`src/rtl/slow_sched_pkg.sv`:
```
// slow_sched_pkg
//   Shared definitions for the slow-clock scheduler: the scheduler state
//   encoding, the hold counter width, the power-on timeout value and the bit
//   positions of the I/O classes in the slow-access configuration bits.
package slow_sched_pkg;

  localparam int TO_W = 4;

  // Value the configuration register block presents on SlowTimeout after POR.
  localparam logic [TO_W-1:0] POR_TIMEOUT = 4'h3;

  // Bit order of the per-class select/enable vectors.
  localparam int CLS_IACK = 0;
  localparam int CLS_VIA  = 1;
  localparam int CLS_IWM  = 2;
  localparam int CLS_SCC  = 3;
  localparam int CLS_SCSI = 4;
  localparam int CLS_SND  = 5;
  localparam int NUM_CLS  = 6;

  typedef enum logic [1:0] {
    ST_FAST = 2'd0,
    ST_REQ  = 2'd1,
    ST_SLOW = 2'd2,
    ST_REL  = 2'd3
  } state_e;

endpackage

```
`src/rtl/slow_sched_hold_cnt.sv`:
```
// slow_hold_cnt
//   Loadable down-counter that times how long the CPU stays in slow mode.
//   A load always wins over a tick in the same cycle, and the counter stops
//   at zero instead of wrapping.
//   Ports:
//     clk, rst  - clock and asynchronous active-high reset
//     load      - load load_val (takes priority over tick)
//     load_val  - value to load
//     tick      - decrement by one when the count is nonzero
//     cnt       - current count
//     zero      - count is zero
module slow_hold_cnt #(
  parameter int TO_W = slow_sched_pkg::TO_W
) (
  input  logic            clk,
  input  logic            rst,
  input  logic            load,
  input  logic [TO_W-1:0] load_val,
  input  logic            tick,
  output logic [TO_W-1:0] cnt,
  output logic            zero
);

  logic [TO_W-1:0] cnt_q;
  logic [TO_W-1:0] cnt_d;

  always_comb begin
    cnt_d = cnt_q;
    if (load) begin
      cnt_d = load_val;
    end else if (tick && (cnt_q != '0)) begin
      cnt_d = cnt_q - TO_W'(1);
    end
  end

  always_ff @(posedge clk or posedge rst) begin
    if (rst) begin
      cnt_q <= '0;
    end else begin
      cnt_q <= cnt_d;
    end
  end

  assign cnt  = cnt_q;
  assign zero = (cnt_q == '0);

endmodule

```
`src/rtl/slow_sched.sv`:
```
// slow_sched
//   Schedules the accelerator's fast/slow clock switch. A new bus cycle to an
//   I/O class whose slow enable is set requests slow mode from the clock-switch
//   unit (SlowReq/SlowAck level handshake), stalls the CPU cycle with BusHold
//   until the slow clock is confirmed, holds slow mode for SlowTimeout timebase
//   ticks after the last such access, and then releases.
//   Ports:
//     CLK, POR             - clock, asynchronous active-high reset
//     BACT                 - CPU bus cycle active
//     IACKCyc..SndCS       - per-class selects of the current cycle
//     SlowIACK..SlowSnd    - per-class slow enables
//     SlowClockGate        - master enable for slow scheduling
//     SlowTimeout          - hold length in TimerTick periods
//     TimerTick            - one-CLK timebase pulse
//     SlowAck              - clock-switch unit reports CPU running slow
//     SlowReq              - request slow clock
//     BusHold              - stall the CPU cycle until slow mode is confirmed
//     SlowActive           - slow mode granted and holding
//     HoldCnt              - current hold counter
module slow_sched #(
  parameter int TO_W = slow_sched_pkg::TO_W
) (
  input  logic            CLK,
  input  logic            POR,
  input  logic            BACT,
  input  logic            IACKCyc,
  input  logic            VIACS,
  input  logic            IWMCS,
  input  logic            SCCCS,
  input  logic            SCSICS,
  input  logic            SndCS,
  input  logic            SlowIACK,
  input  logic            SlowVIA,
  input  logic            SlowIWM,
  input  logic            SlowSCC,
  input  logic            SlowSCSI,
  input  logic            SlowSnd,
  input  logic            SlowClockGate,
  input  logic [TO_W-1:0] SlowTimeout,
  input  logic            TimerTick,
  input  logic            SlowAck,
  output logic            SlowReq,
  output logic            BusHold,
  output logic            SlowActive,
  output logic [TO_W-1:0] HoldCnt
);

  import slow_sched_pkg::*;

  logic [NUM_CLS-1:0] cls_sel;
  logic [NUM_CLS-1:0] cls_en;
  logic               start;
  logic               hit;

  state_e state_q, state_d;
  logic   bactr_q;
  logic   pend_q, pend_d;
  logic   slow_req_q, slow_req_d;
  logic   slow_active_q, slow_active_d;
  logic   bus_hold;
  logic   cnt_load;
  logic   cnt_tick;
  logic   cnt_zero;
  logic [TO_W-1:0] hold_cnt;

  always_comb begin
    cls_sel           = '0;
    cls_en            = '0;
    cls_sel[CLS_IACK] = IACKCyc;
    cls_sel[CLS_VIA]  = VIACS;
    cls_sel[CLS_IWM]  = IWMCS;
    cls_sel[CLS_SCC]  = SCCCS;
    cls_sel[CLS_SCSI] = SCSICS;
    cls_sel[CLS_SND]  = SndCS;
    cls_en[CLS_IACK]  = SlowIACK;
    cls_en[CLS_VIA]   = SlowVIA;
    cls_en[CLS_IWM]   = SlowIWM;
    cls_en[CLS_SCC]   = SlowSCC;
    cls_en[CLS_SCSI]  = SlowSCSI;
    cls_en[CLS_SND]   = SlowSnd;
  end

  // Only the first cycle of a bus cycle can qualify; the class is looked at
  // in that cycle alone.
  assign start = BACT & ~bactr_q;
  assign hit   = start & (|(cls_sel & cls_en)) & SlowClockGate;

  always_comb begin
    state_d  = state_q;
    pend_d   = pend_q;
    bus_hold = 1'b0;
    cnt_load = 1'b0;
    cnt_tick = 1'b0;
    unique case (state_q)
      ST_FAST: begin
        if (hit) begin
          state_d  = ST_REQ;
          bus_hold = 1'b1;
        end
      end
      // An in-flight request is always completed, even if the gate fell;
      // in that case the grant is immediately released.
      ST_REQ: begin
        bus_hold = 1'b1;
        if (SlowAck) begin
          if (SlowClockGate) begin
            state_d  = ST_SLOW;
            cnt_load = 1'b1;
          end else begin
            state_d = ST_REL;
          end
        end
      end
      ST_SLOW: begin
        if (!SlowClockGate) begin
          state_d = ST_REL;
        end else if (hit) begin
          cnt_load = 1'b1;
        end else begin
          cnt_tick = TimerTick;
          if (cnt_zero && !BACT) begin
            state_d = ST_REL;
          end
        end
      end
      // A hit while the clock is still switching back is remembered and
      // re-requested once the unit reports fast again.
      ST_REL: begin
        if (!SlowClockGate) begin
          pend_d = 1'b0;
        end else if (hit) begin
          pend_d = 1'b1;
        end
        bus_hold = pend_d;
        if (!SlowAck) begin
          state_d = pend_d ? ST_REQ : ST_FAST;
          pend_d  = 1'b0;
        end
      end
      default: begin
        state_d = ST_FAST;
      end
    endcase
    slow_req_d    = (state_d == ST_REQ) || (state_d == ST_SLOW);
    slow_active_d = (state_d == ST_SLOW);
  end

  always_ff @(posedge CLK or posedge POR) begin
    if (POR) begin
      state_q       <= ST_FAST;
      bactr_q       <= 1'b0;
      pend_q        <= 1'b0;
      slow_req_q    <= 1'b0;
      slow_active_q <= 1'b0;
    end else begin
      state_q       <= state_d;
      bactr_q       <= BACT;
      pend_q        <= pend_d;
      slow_req_q    <= slow_req_d;
      slow_active_q <= slow_active_d;
    end
  end

  slow_hold_cnt #(
    .TO_W(TO_W)
  ) u_hold_cnt (
    .clk      (CLK),
    .rst      (POR),
    .load     (cnt_load),
    .load_val (SlowTimeout),
    .tick     (cnt_tick),
    .cnt      (hold_cnt),
    .zero     (cnt_zero)
  );

  // BusHold is combinational from the start cycle, so it must be forced low
  // while POR is asserted even if BACT is already high.
  assign BusHold    = bus_hold & ~POR;
  assign SlowReq    = slow_req_q;
  assign SlowActive = slow_active_q;
  assign HoldCnt    = hold_cnt;

endmodule

```
`config.mk`:
```
export PLATFORM = sky130hd
export DESIGN_NAME = slow_sched
export DESIGN_NICKNAME = d
export VERILOG_FILES = /design/src/rtl/slow_sched_pkg.sv /design/src/rtl/slow_sched_hold_cnt.sv /design/src/rtl/slow_sched.sv
export SDC_FILE = /design/constraint.sdc
export NUM_CORES = 1
export LEC_CHECK = 0
export BUFFER_PORTS_ARGS = -buffer_cell sky130_fd_sc_hd__buf_2
export CORE_UTILIZATION = 30
export DETAILED_ROUTE_END_ITERATION = 16
export PLACE_DENSITY = 0.64
export SYNTH_ARGS = -nofsm -noshare
export SYNTH_HDL_FRONTEND = slang
export SYNTH_SLANG_ARGS = --single-unit
export TNS_END_PERCENT = 10
```
`constraint.sdc`:
```
create_clock -name CLK -period 2.2 [get_ports CLK]
set_input_delay 0.33 -clock CLK [delete_from_list [all_inputs] [get_ports CLK]]
set_output_delay 0.33 -clock CLK [all_outputs]
set_load 0.05 [all_outputs]
```
==> key figures, run 1 <==
Status
  – Outcome: finished clean

Clock tree
  – Reg clk slew, reported paths: around 0.070 ns
  – Maximum count of clock buffers along a single path: 2
  – Clock buffers created by TritonCTS: 3
  – TritonCTS clock tree: built
  – Count of hold-fix buffers inserted at cts: 0
  – Worst skew pair latency: around 0.26 ns
  – Clock Root Buffer: sky130_fd_sc_hd__clkbuf_4
  – H-tree depth: 1
  – Clock net sink count: 10

Timing
  – Setup Viol. Count Final: 0
  – Sum Neg Setup Slack: 0 ns
  – Slew @ Worst Pin: 0.5172 ns
  – Clock Skews: about 0.0045 ns
  – Highest achievable clock rate: a little under 500 MHz
  – Setup repair after global routing missed its margin: false
  – Slew Viols, Final: 0
  – Min cycle time layout: between 2 and 2.5 ns
  – Worst slew margin: around 65%
  – Worst hold-check slack: just under 0.08 ns
  – Share of the cycle needed by the critical path after routing: between 90 and 100%
  – Number of hold violations in the final report: 0

Power and ir drop
  – Maximum vdd ir drop: about 0.00081 V
  – Portion of total power attributed to sequential cells: 25.5%
  – Leakage dissipation: 0.4846 nW
  – Clock network power share: about an eighth
  – Cell-internal power: between 0.0006 and 0.0007 W
  – Switching power: roughly 0.00069 W
  – Combinational fraction of design power: between 60% and 70%
  – Fraction of power spent switching nets: between 50% and 60%
  – PwrDens: 1318 nW/um^2

Critical path
  – Worst EP required: ~1.9 ns
  – Largest delay contributor family on the critical path: compound AO/OA/AOI/OAI gates
  – Worst Setup Path Type: reg -> out
  – Critical Path Slowest Stage Cell: sky130_fd_sc_hd__dfrtp_1
  – Cell-by-cell trace of the critical path: inv_1 > ha_2 > a21oi_1 > a2111oi_4 > buf_6
  – Crit. End Element: output port
  – Worst path bufs/invs: 2
  – Delay of the slowest cell on the worst path: around 0.43 ns
  – Largest fanout of any net on the critical path: 6
  – Crit start category: flip-flop
  – Data arrival, critical path: about 1.8 ns

Drt
  – Number of nets still failing antenna checks after routing: 0
  – WL per Instance: around 13 um
  – Met1 layer wirelength in the final routing: about 800 um
  – Violation count after the first detailed-routing iteration: 22
  – Via count: between 700 and 800
  – # DRC: 0
  – Max layer used: met3
  – Avg Vias per Cell: about 5.3
  – 1st-pass router iterations: 4
  – Wire length on met3: around 130 um
  – Drt total wl: between 1500 and 2000 um
  – Wire length on met2: 988 um

Floorplanning
  – Vertical extent of the die: 53.02 um
  – Number of ports placed on the die boundary: 29
  – Core area: approximately 2500 sq um
  – Number of rows created at floorplan: 18
  – Initial Util: between 30% and 40%
  – Die ar.: around 2800 sq um
  – Horizontal die dimension: 53.02 um

GRT
  – Number of antenna violations at the first check in global routing: 0
  – Total global routing overflow: 0
  – Overall Global Routing Usage: 15.35%
  – Pin count of the biggest net entering global routing: 11
  – Vias in the first global route: approximately 760
  – Global-route wire length before repair: 3167 um

Finish
  – Ant diodes: 0
  – Final layout net count: ~150
  – Most used cells in the layout excluding fill and tap cells: 27 x sky130_fd_sc_hd__buf_2, 11 x sky130_fd_sc_hd__inv_1, 10 x sky130_fd_sc_hd__dfrtp_1
  – Layout area overhead: 33.17%
  – Fraction of layout instances using a drive strength above 1: between 30% and 40%
  – Leading cell type in the layout, fill and taps excluded: sky130_fd_sc_hd__buf_2

Yosys
  – Mean area per synthesized cell: about 9.3 sq um
  – Netlist Area Pre-Place: roughly 780 sq um
  – Synthesized netlist cell count: 84
  – Yosys synthesis warning count: 0
  – Count of cell types in the netlist: 31
  – Synthesized net count: ~120
  – Leading cell types by total area after synthesis: sky130_fd_sc_hd__dfrtp_1 32%, sky130_fd_sc_hd__ha_1 14%, sky130_fd_sc_hd__inv_1 5.3%, sky130_fd_sc_hd__a211oi_1 3.8%, sky130_fd_sc_hd__a22oi_1 3.8%
  – Post-synthesis cell type with the largest combined area: sky130_fd_sc_hd__dfrtp_1
  – Number of synthesized register bits: 10
  – Area share of the largest cell type after synthesis: ~32%
  – Sequential element share of the synthesized area: between 30% and 40%

Placed design
  – Routability cong.: 0.8480
  – DP Wirelength: 1527 um
  – IO buf count: 28

Run
  – Max-cap check violation count: 0

Hold path
  – Worst hold path type: in -> async
[cell type report]
type	instances	area [sq um]
repair buffers	32	176.4
inverters	11	41.29
flip-flops and latches	10	250.2
well taps	30	37.54
clock buffers	4	36.28
fillers	270	1438
multi-input cells	62	498.0
[final timing paths]
check	start	end	slack [ns]	depth (start not counted)
min reg2reg	pend_q	pend_q	0.61	2
min	POR	u_hold_cnt.cnt[1]	0.08	2
min in group CLK	BACT	bactr_q	0.20	1
max	state_q[1]	BusHold	0.12	5
max in group asynchronous	POR	SlowActive	1.82	2
max reg2reg	state_q[0]	SlowReq	0.20	8
[cells in the mapped netlist, drive strengths merged]
master	number
dfrtp	10
a311oi	1
o21ai	4
a21oi	5
a22oi	4
a21o	1
a41oi	1
or3	3
nand2	1
or2	2
inv	11
nor3b	1
buf	1
a211oi	4
o31a	1
a311o	1
nand3	3
nor2	4
a31oi	4
or4	1
a2111oi	1
nor2b	2
o31ai	1
o211ai	1
o32ai	1
and3	1
ha	9
o22ai	3
o22a	1
a21boi	1
[kinds of logic after synthesis]
kind of cell               synth area share, %
AOI/OAI and AO/OA                        34.14
and+or+nand+nor                          12.66
buffers and inverters                    6.731
DFF                                      32.05
adders and majority gates                14.42
[metal layers]
metal | GRT usage [%] | vias up
li1 | - | 395
met3 | 6.034 | 0
met5 | 0 | -
met2 | 25.11 | 23
met1 | 18.92 | 373
met4 | 3.070 | 0
[flip-flops by register name, summed over array words and instances, names as in the netlist]
signal          count
u_hold_cnt.cnt      4
state_q             2
SlowActive          1
SlowReq             1
bactr_q             1
pend_q              1
[power by group through the flow]
stage          clock [W]  sequential [W]  combinational (W)
3_3_place_gp           0        0.000344           0.000831
2_1_floorplan          0        0.000514           0.000484
4_1_cts         0.000172        0.000347           0.000854
6_report        0.000165        0.000350           0.000855
5_1_grt         0.000179        0.000365           0.000946
3_5_place_dp           0        0.000351           0.000843
[per-stage QoR]
step | std cells | power, W | utilization, % | area [sq um] | setup WS, ns
finish | 149 | 0.001370 | 41.97 | 1040 | 0.1219
global route | 149 | 0.001491 | 41.97 | 1040 | 0.0007099
CTS | 149 | 0.001373 | 41.52 | 1028 | 0.05203
detailed placement | 145 | 0.001194 | 39.95 | 989.7 | 0.2006
global placement | 145 | 0.001175 | 39.95 | 989.7 | 0.2408
floorplan | 84 | 0.0009986 | - | 793.3 | 0.07416
[what timing repair did]
item                       4_1_cts  5_1_grt
hold endpoints to repair         0        0
gates cloned                     0        0
pin swaps                        0        0
buffers inserted                 0        0
setup endpoints to repair        1        2
resized for setup                1        3
Power figures use the tool's default switching activity.
==> run 2, diff against run 1 <==
- BUFFER_PORTS_ARGS: -buffer_cell sky130_fd_sc_hd__buf_2 -> not set
- DONT_BUFFER_PORTS: not set -> 1
- PLACE_DENSITY: 0.64 -> 0.55
- SETUP_SLACK_MARGIN: not set -> 0.4
==> run 2 against run 1 <==
Global-route usage rose by 2.3 points. Sequential cell count unchanged. Clock skew grew 0.0099 ns. Fmax grew 9.7%.
==> key figures, run 2 (synthesized netlist as in run 1, its figures left out) <==
Placed design
  – DP Wirelength: 1547 um (+1.3%)
  – Total instance count after detailed placement: 119 (-18%)
  – Placement-stage worst setup slack: 0.1401 ns (-0.06052 ns)
  – Routability cong.: 0.8417 (-0.74%)
  – IO buf count: 0 (-100%)

Timing
  – Highest achievable clock rate: 527.8 MHz (+9.7%)
  – Share of the cycle needed by the critical path after routing: 86.12% (-8.3 points)
  – Sum Neg Setup Slack: 0 ns (unchanged)
  – Min cycle time layout: 1.895 ns (-0.1834 ns)
  – Slew @ Worst Pin: 0.4607 ns (-0.05650 ns)
  – Worst slew margin: 69.15% (+3.8 points)
  – Setup Viol. Count Final: 0 (unchanged)
  – Final worst-path setup slack: 0.3053 ns (+0.1834 ns)
  – Slew Viols, Final: 0 (unchanged)
  – Clock Skews: 0.01435 ns (+0.009853 ns)
  – Setup repair after global routing missed its margin: true
  – Worst hold-check slack: 0.07939 ns (+0.0004753 ns)
  – Number of hold violations in the final report: 0 (unchanged)

Status
  – Outcome: finished clean

Floorplanning
  – Core area: 2477 sq um (unchanged)
  – Vertical extent of the die: 53.02 um (unchanged)
  – Horizontal die dimension: 53.02 um (unchanged)
  – Number of ports placed on the die boundary: 29 (unchanged)
  – Die ar.: 2811 sq um (unchanged)
  – Initial Util: 31.52% (unchanged)
  – Number of rows created at floorplan: 18 (unchanged)

Power and ir drop
  – Fraction of power spent switching nets: 51.09% (+0.71 points)
  – Combinational fraction of design power: 61.2% (-1.2 points)
  – Leakage dissipation: 0.3985 nW (-18%)
  – PwrDens: 1434 nW/um^2 (+8.8%)
  – Switching power: 0.0007294 W (+5.7%)
  – Clock network power share: 9.7% (-2.4 points)
  – Portion of total power attributed to sequential cells: 29.1% (+3.6 points)
  – Maximum vdd ir drop: 0.0005897 V (-27%)
  – Cell-internal power: 0.0006984 W (+2.7%)

Clock tree
  – Clock Root Buffer: sky130_fd_sc_hd__clkbuf_4
  – TritonCTS clock tree: built
  – Clock buffers created by TritonCTS: 3 (unchanged)
  – Reg clk slew, reported paths: 0.08 ns (about the same)
  – H-tree depth: 1 (unchanged)
  – Clock net sink count: 10 (unchanged)
  – Maximum count of clock buffers along a single path: 2 (unchanged)
  – Worst skew pair latency: 0.27 ns (about the same)

Finish
  – Post-layout utilization of the core: 40.20% (-1.8 points)
  – Number of flip-flops in the largest register: 4 (unchanged)
  – Cell Count, Final, Fillers Out: 128 (-14%)
  – Most used cells in the layout excluding fill and tap cells: 9 x sky130_fd_sc_hd__inv_1, 9 x sky130_fd_sc_hd__buf_4, 7 x sky130_fd_sc_hd__ha_1
  – Layout area overhead: 27.56%
  – Ant diodes: 0 (unchanged)
  – Final layout net count: 130 (-14%)
  – Fraction of layout instances using a drive strength above 1: 31.63% (-3.7 points)

Drt
  – Via count: 718 (-9.2%)
  – Wire length on met3: 137 um (+7.0%)
  – Drt total wl: 2075 um (+8.6%)
  – Max layer used: met4
  – Number of nets still failing antenna checks after routing: 0 (unchanged)
  – Wire length on met2: 1082 um (+9.5%)
  – # DRC: 0 (unchanged)
  – Violation count after the first detailed-routing iteration: 10 (-55%)
  – Avg Vias per Cell: 5.609 (+5.7%)
  – 1st-pass router iterations: 4 (unchanged)
  – WL per Instance: 16.21 um (+26%)
  – Met1 layer wirelength in the final routing: 843 um (+6.3%)

GRT
  – Number of antenna violations at the first check in global routing: 0 (unchanged)
  – Overall Global Routing Usage: 17.60% (+2.3 points)
  – Global-route wire length before repair: 3484 um (+10%)
  – Total global routing overflow: 0 (unchanged)
  – Pin count of the biggest net entering global routing: 11 (unchanged)
  – Vias in the first global route: 733 (-3.8%)

Critical path
  – Largest fanout of any net on the critical path: 3 (-3)
  – Data arrival, critical path: 1.56 ns (-0.19 ns)
  – Critical Path Slowest Stage Cell: sky130_fd_sc_hd__dfrtp_2
  – Crit. End Element: output port
  – Worst path bufs/invs: 2 (unchanged)
  – Delay of the slowest cell on the worst path: 0.44 ns (about the same)
  – Cell-by-cell trace of the critical path: buf_4 > ha_1 > a2111oi_4 > buf_6
  – Worst Setup Path Type: reg -> out
  – Largest delay contributor family on the critical path: flip-flops
  – Crit start category: flip-flop
  – Worst EP required: 1.87 ns (about the same)

Run
  – Max-cap check violation count: 0 (unchanged)

Hold path
  – Worst hold path type: in -> reg
-- run 2: changes by cell type in the layout (fill, tap and decap cells not counted), sizes merged --
| cell | change |
|---|---|
| buf | -22 |
| dlygate4sd3 | +1 |
-- run 2: final cells by class --
class                   count  area (sq um)
flip-flops and latches     10         255.2
fillers                   252          1481
clock buffers               4         26.28
multi-input cells          62         544.3
repair buffers             11         88.84
well taps                  30         37.54
inverters                  11         43.79
-- run 2: final timing paths --
kind	startpoint	end	slack, ns	cells past startpoint
max	state_q[1]	BusHold	0.31	4
min	BACT	bactr_q	0.08	0
max reg2reg	u_hold_cnt.cnt[0]	SlowReq	0.34	8
min reg2reg	pend_q	pend_q	0.59	2
max in group asynchronous	POR	state_q[0]	1.36	2
min in group asynchronous	POR	bactr_q	0.49	2
-- run 2: timing repair --
item | in CTS | in global routing
resized for setup | 10 | 1
buffers inserted | 3 | 1
hold buffers | 1 | 0
hold endpoints to repair | 10 | 0
pin swaps | 1 | 3
setup endpoints to repair | 6 | 6
-- run 2: per-stage QoR --
stage          cell area (sq um)  total power [W]
5_1_grt                    996.0         0.001566
3_5_place_dp               889.6         0.001194
6_report                   996.0         0.001428
3_3_place_gp               889.6         0.001181
4_1_cts                    980.9         0.001425
2_1_floorplan              818.3         0.001017
-- run 2: per-layer routing --
metal / GRT usage (%) / vias up
met5: 0 / -
li1: - / 349
met3: 6.034 / 2
met2: 31.43 / 16
met4: 5.263 / 0
met1: 19.38 / 351
-- run 2: power by group through the flow --
stage	Clock [W]	Sequential, W	Combinational (W)
after floorplan	0	0.000522	0.000496
after global placement	0	0.000403	0.000777
after detailed placement	0	0.000410	0.000784
after CTS	0.000149	0.000415	0.000861
after global routing	0.000165	0.000427	0.000975
final	0.000138	0.000415	0.000874
==> run 3, diff against run 2 <==
- CTS_BUF_LIST: not set -> sky130_fd_sc_hd__clkbuf_4
- PLACE_DENSITY: 0.55 -> 0.42
==> run 3 against run 2 <==
Clock power about the same. Final cell count unchanged. Sequential share of layout area down 0.47 points. Routed wire length down 0.53%. Largest cell class unchanged.
==> key figures, run 3 (synthesized netlist as in run 1, its figures left out) <==
Floorplanning
  – Vertical extent of the die: 53.02 um (unchanged)
  – Number of ports placed on the die boundary: 29 (unchanged)
  – Number of rows created at floorplan: 18 (unchanged)
  – Horizontal die dimension: 53.02 um (unchanged)
  – Die ar.: 2811 sq um (unchanged)
  – Initial Util: 31.52% (unchanged)
  – Core area: 2477 sq um (unchanged)

Timing
  – Slew Viols, Final: 0 (unchanged)
  – Min cycle time layout: 1.942 ns (+0.04738 ns)
  – Sum Neg Setup Slack: 0 ns (unchanged)
  – Worst hold-check slack: 0.08054 ns (+0.001145 ns)
  – Clock Skews: 0.003827 ns (-0.01052 ns)
  – Setup repair after global routing missed its margin: true
  – Setup Viol. Count Final: 0 (unchanged)
  – Final worst-path setup slack: 0.2579 ns (-0.04738 ns)
  – Highest achievable clock rate: 514.9 MHz (-2.4%)
  – Number of hold violations in the final report: 0 (unchanged)
  – Share of the cycle needed by the critical path after routing: 88.28% (+2.2 points)
  – Slew @ Worst Pin: 0.5264 ns (+0.06578 ns)
  – Worst slew margin: 64.75% (-4.4 points)

Drt
  – Via count: 720 (+0.28%)
  – Avg Vias per Cell: 5.625 (+0.28%)
  – # DRC: 0 (unchanged)
  – 1st-pass router iterations: 4 (unchanged)
  – Number of nets still failing antenna checks after routing: 0 (unchanged)
  – WL per Instance: 16.13 um (-0.53%)
  – Drt total wl: 2064 um (-0.53%)
  – Violation count after the first detailed-routing iteration: 14 (+4)

Status
  – Outcome: finished clean

Finish
  – Final layout net count: 130 (unchanged)
  – Ant diodes: 0 (unchanged)
  – Number of flip-flops in the largest register: 4 (unchanged)
  – Most used cells in the layout excluding fill and tap cells: 9 x sky130_fd_sc_hd__inv_1, 9 x sky130_fd_sc_hd__buf_4, 7 x sky130_fd_sc_hd__ha_1
  – Fraction of layout instances using a drive strength above 1: 32.65% (+1.0 points)
  – Count of filler cells inserted in the layout: 251 (-0.40%)
  – Layout area overhead: 29.97%
  – Final cell area excluding filler cells: 1015 sq um (+1.9%)

GRT
  – Global-route wire length before repair: 3318 um (-4.8%)
  – Number of antenna violations at the first check in global routing: 0 (unchanged)
  – Overall Global Routing Usage: 16.89% (-0.72 points)
  – Pin count of the biggest net entering global routing: 11 (unchanged)
  – Vias in the first global route: 732 (-0.14%)
  – Total global routing overflow: 0 (unchanged)

Critical path
  – End of the worst register-to-register path: SlowReq
  – Slack of the worst reg-to-reg path: 0.33 ns (about the same)
  – Largest fanout of any net on the critical path: 2 (-1)
  – Worst EP required: 1.87 ns (about the same)
  – Crit start category: flip-flop
  – Worst R2R Start: state_q[0]
  – Crit. End Element: output port
  – Data arrival, critical path: 1.61 ns (+0.05 ns)
  – Worst Setup Path Type: reg -> out
  – Reg2Reg Depth: 8 (unchanged)

Clock tree
  – Worst skew pair latency: 0.27 ns (about the same)
  – Clock buffers created by TritonCTS: 3 (unchanged)
  – H-tree depth: 1 (unchanged)
  – Maximum count of clock buffers along a single path: 2 (unchanged)
  – Clock Root Buffer: sky130_fd_sc_hd__clkbuf_4
  – Reg clk slew, reported paths: 0.07 ns (about the same)
  – Clock net sink count: 10 (unchanged)
  – TritonCTS clock tree: built

Power and ir drop
  – PwrDens: 1450 nW/um^2 (+1.2%)
  – Leakage dissipation: 0.4057 nW (+1.8%)
  – Maximum vdd ir drop: 0.0008260 V (+40%)
  – PnR Total Power: 0.001471 W (+3.1%)

Placed design
  – Placement-stage worst setup slack: 0.1359 ns (-0.004155 ns)
  – Placed cell area: 889.6 sq um (unchanged)
  – IO buf count: 0 (unchanged)
  – DP Wirelength: 1510 um (-2.4%)
  – Routability cong.: 0.8235 (-2.2%)

Run
  – Max-cap check violation count: 0 (unchanged)

Hold path
  – Hold_sp: BACT
  – Hold-critical path depth: 0 (unchanged)
  – Worst hold path type: in -> reg
  – Destination of the worst hold path: bactr_q
==> run 3: cell types whose count changed in the layout (fill, tap and decap cells not counted) <==
cell / previous run / this run
sky130_fd_sc_hd__inv_2: 1 / 2
sky130_fd_sc_hd__a31oi_1: 4 / 3
sky130_fd_sc_hd__nor3b_2: 1 / 0
sky130_fd_sc_hd__clkbuf_1: 1 / 0
sky130_fd_sc_hd__a31oi_4: 0 / 1
sky130_fd_sc_hd__inv_4: 1 / 0
sky130_fd_sc_hd__clkinv_1: 0 / 1
sky130_fd_sc_hd__nor3b_4: 0 / 1
==> run 3: how the worst max path moves through the flow <==
stage	from	endpoint	slack (ns)	cells after the start
finish	bactr_q	BusHold	0.26	3
global route	bactr_q	BusHold	0.20	3
CTS	state_q[1]	BusHold	0.25	5
detailed placement	state_q[0]	SlowReq	0.14	8
global placement	state_q[0]	SlowReq	0.17	8
floorplan	IACKCyc	BusHold	0.25	4
==> run 3: final cells by class <==
| cell class | count | area [sq um] | area share (%) |
|---|---|---|---|
| clock buffers | 3 | 22.52 | 2.219 |
| clock inverters | 1 | 3.754 | 0.3699 |
| inverters | 11 | 41.29 | 4.069 |
| multi-input cells | 62 | 565.5 | 55.73 |
| flip-flops and latches | 10 | 255.2 | 25.15 |
| well taps | 30 | 37.54 | 3.699 |
| repair buffers | 11 | 88.84 | 8.755 |
==> run 3: critical path: stages (launching register included) <==
cell and delay (ns):
sky130_fd_sc_hd__dfrtp_1 0.41, sky130_fd_sc_hd__a311o_2 0.36, sky130_fd_sc_hd__a2111oi_4 0.37, sky130_fd_sc_hd__buf_6 0.21
==> run 3: per-stage QoR <==
stage	util (%)	cells
after floorplan	-	84
after global placement	35.91	119
after detailed placement	35.91	119
after CTS	39.19	126
after global routing	40.96	128
final	40.96	128
==> run 3: metal layers <==
layer / GRT usage [%] / routed length, um / up-vias
met5: 0 / 0 / -
met4: 4.825 / 10 / 0
met3: 7.759 / 169 / 2
met2: 26.58 / 983 / 25
met1: 20.42 / 901 / 344
li1: - / - / 349
==> run 3: power by group <==
| part | switching (W) | internal (W) | total, W | leakage [nW] |
|---|---|---|---|---|
| Clock | 0.0000746 | 0.0000658 | 0.000140 | 0.0154 |
| Sequential | 0.000131 | 0.000276 | 0.000407 | 0.114 |
| Combinational | 0.000550 | 0.000374 | 0.000924 | 0.276 |
| Total | 0.000756 | 0.000715 | 0.00147 | 0.406 |
==> run 3: what timing repair did <==
item,in CTS,in global routing
setup endpoints to repair,6,6
resized for setup,9,4
pin swaps,1,4
buffers inserted,2,2
hold endpoints to repair,10,0
hold buffers,1,0
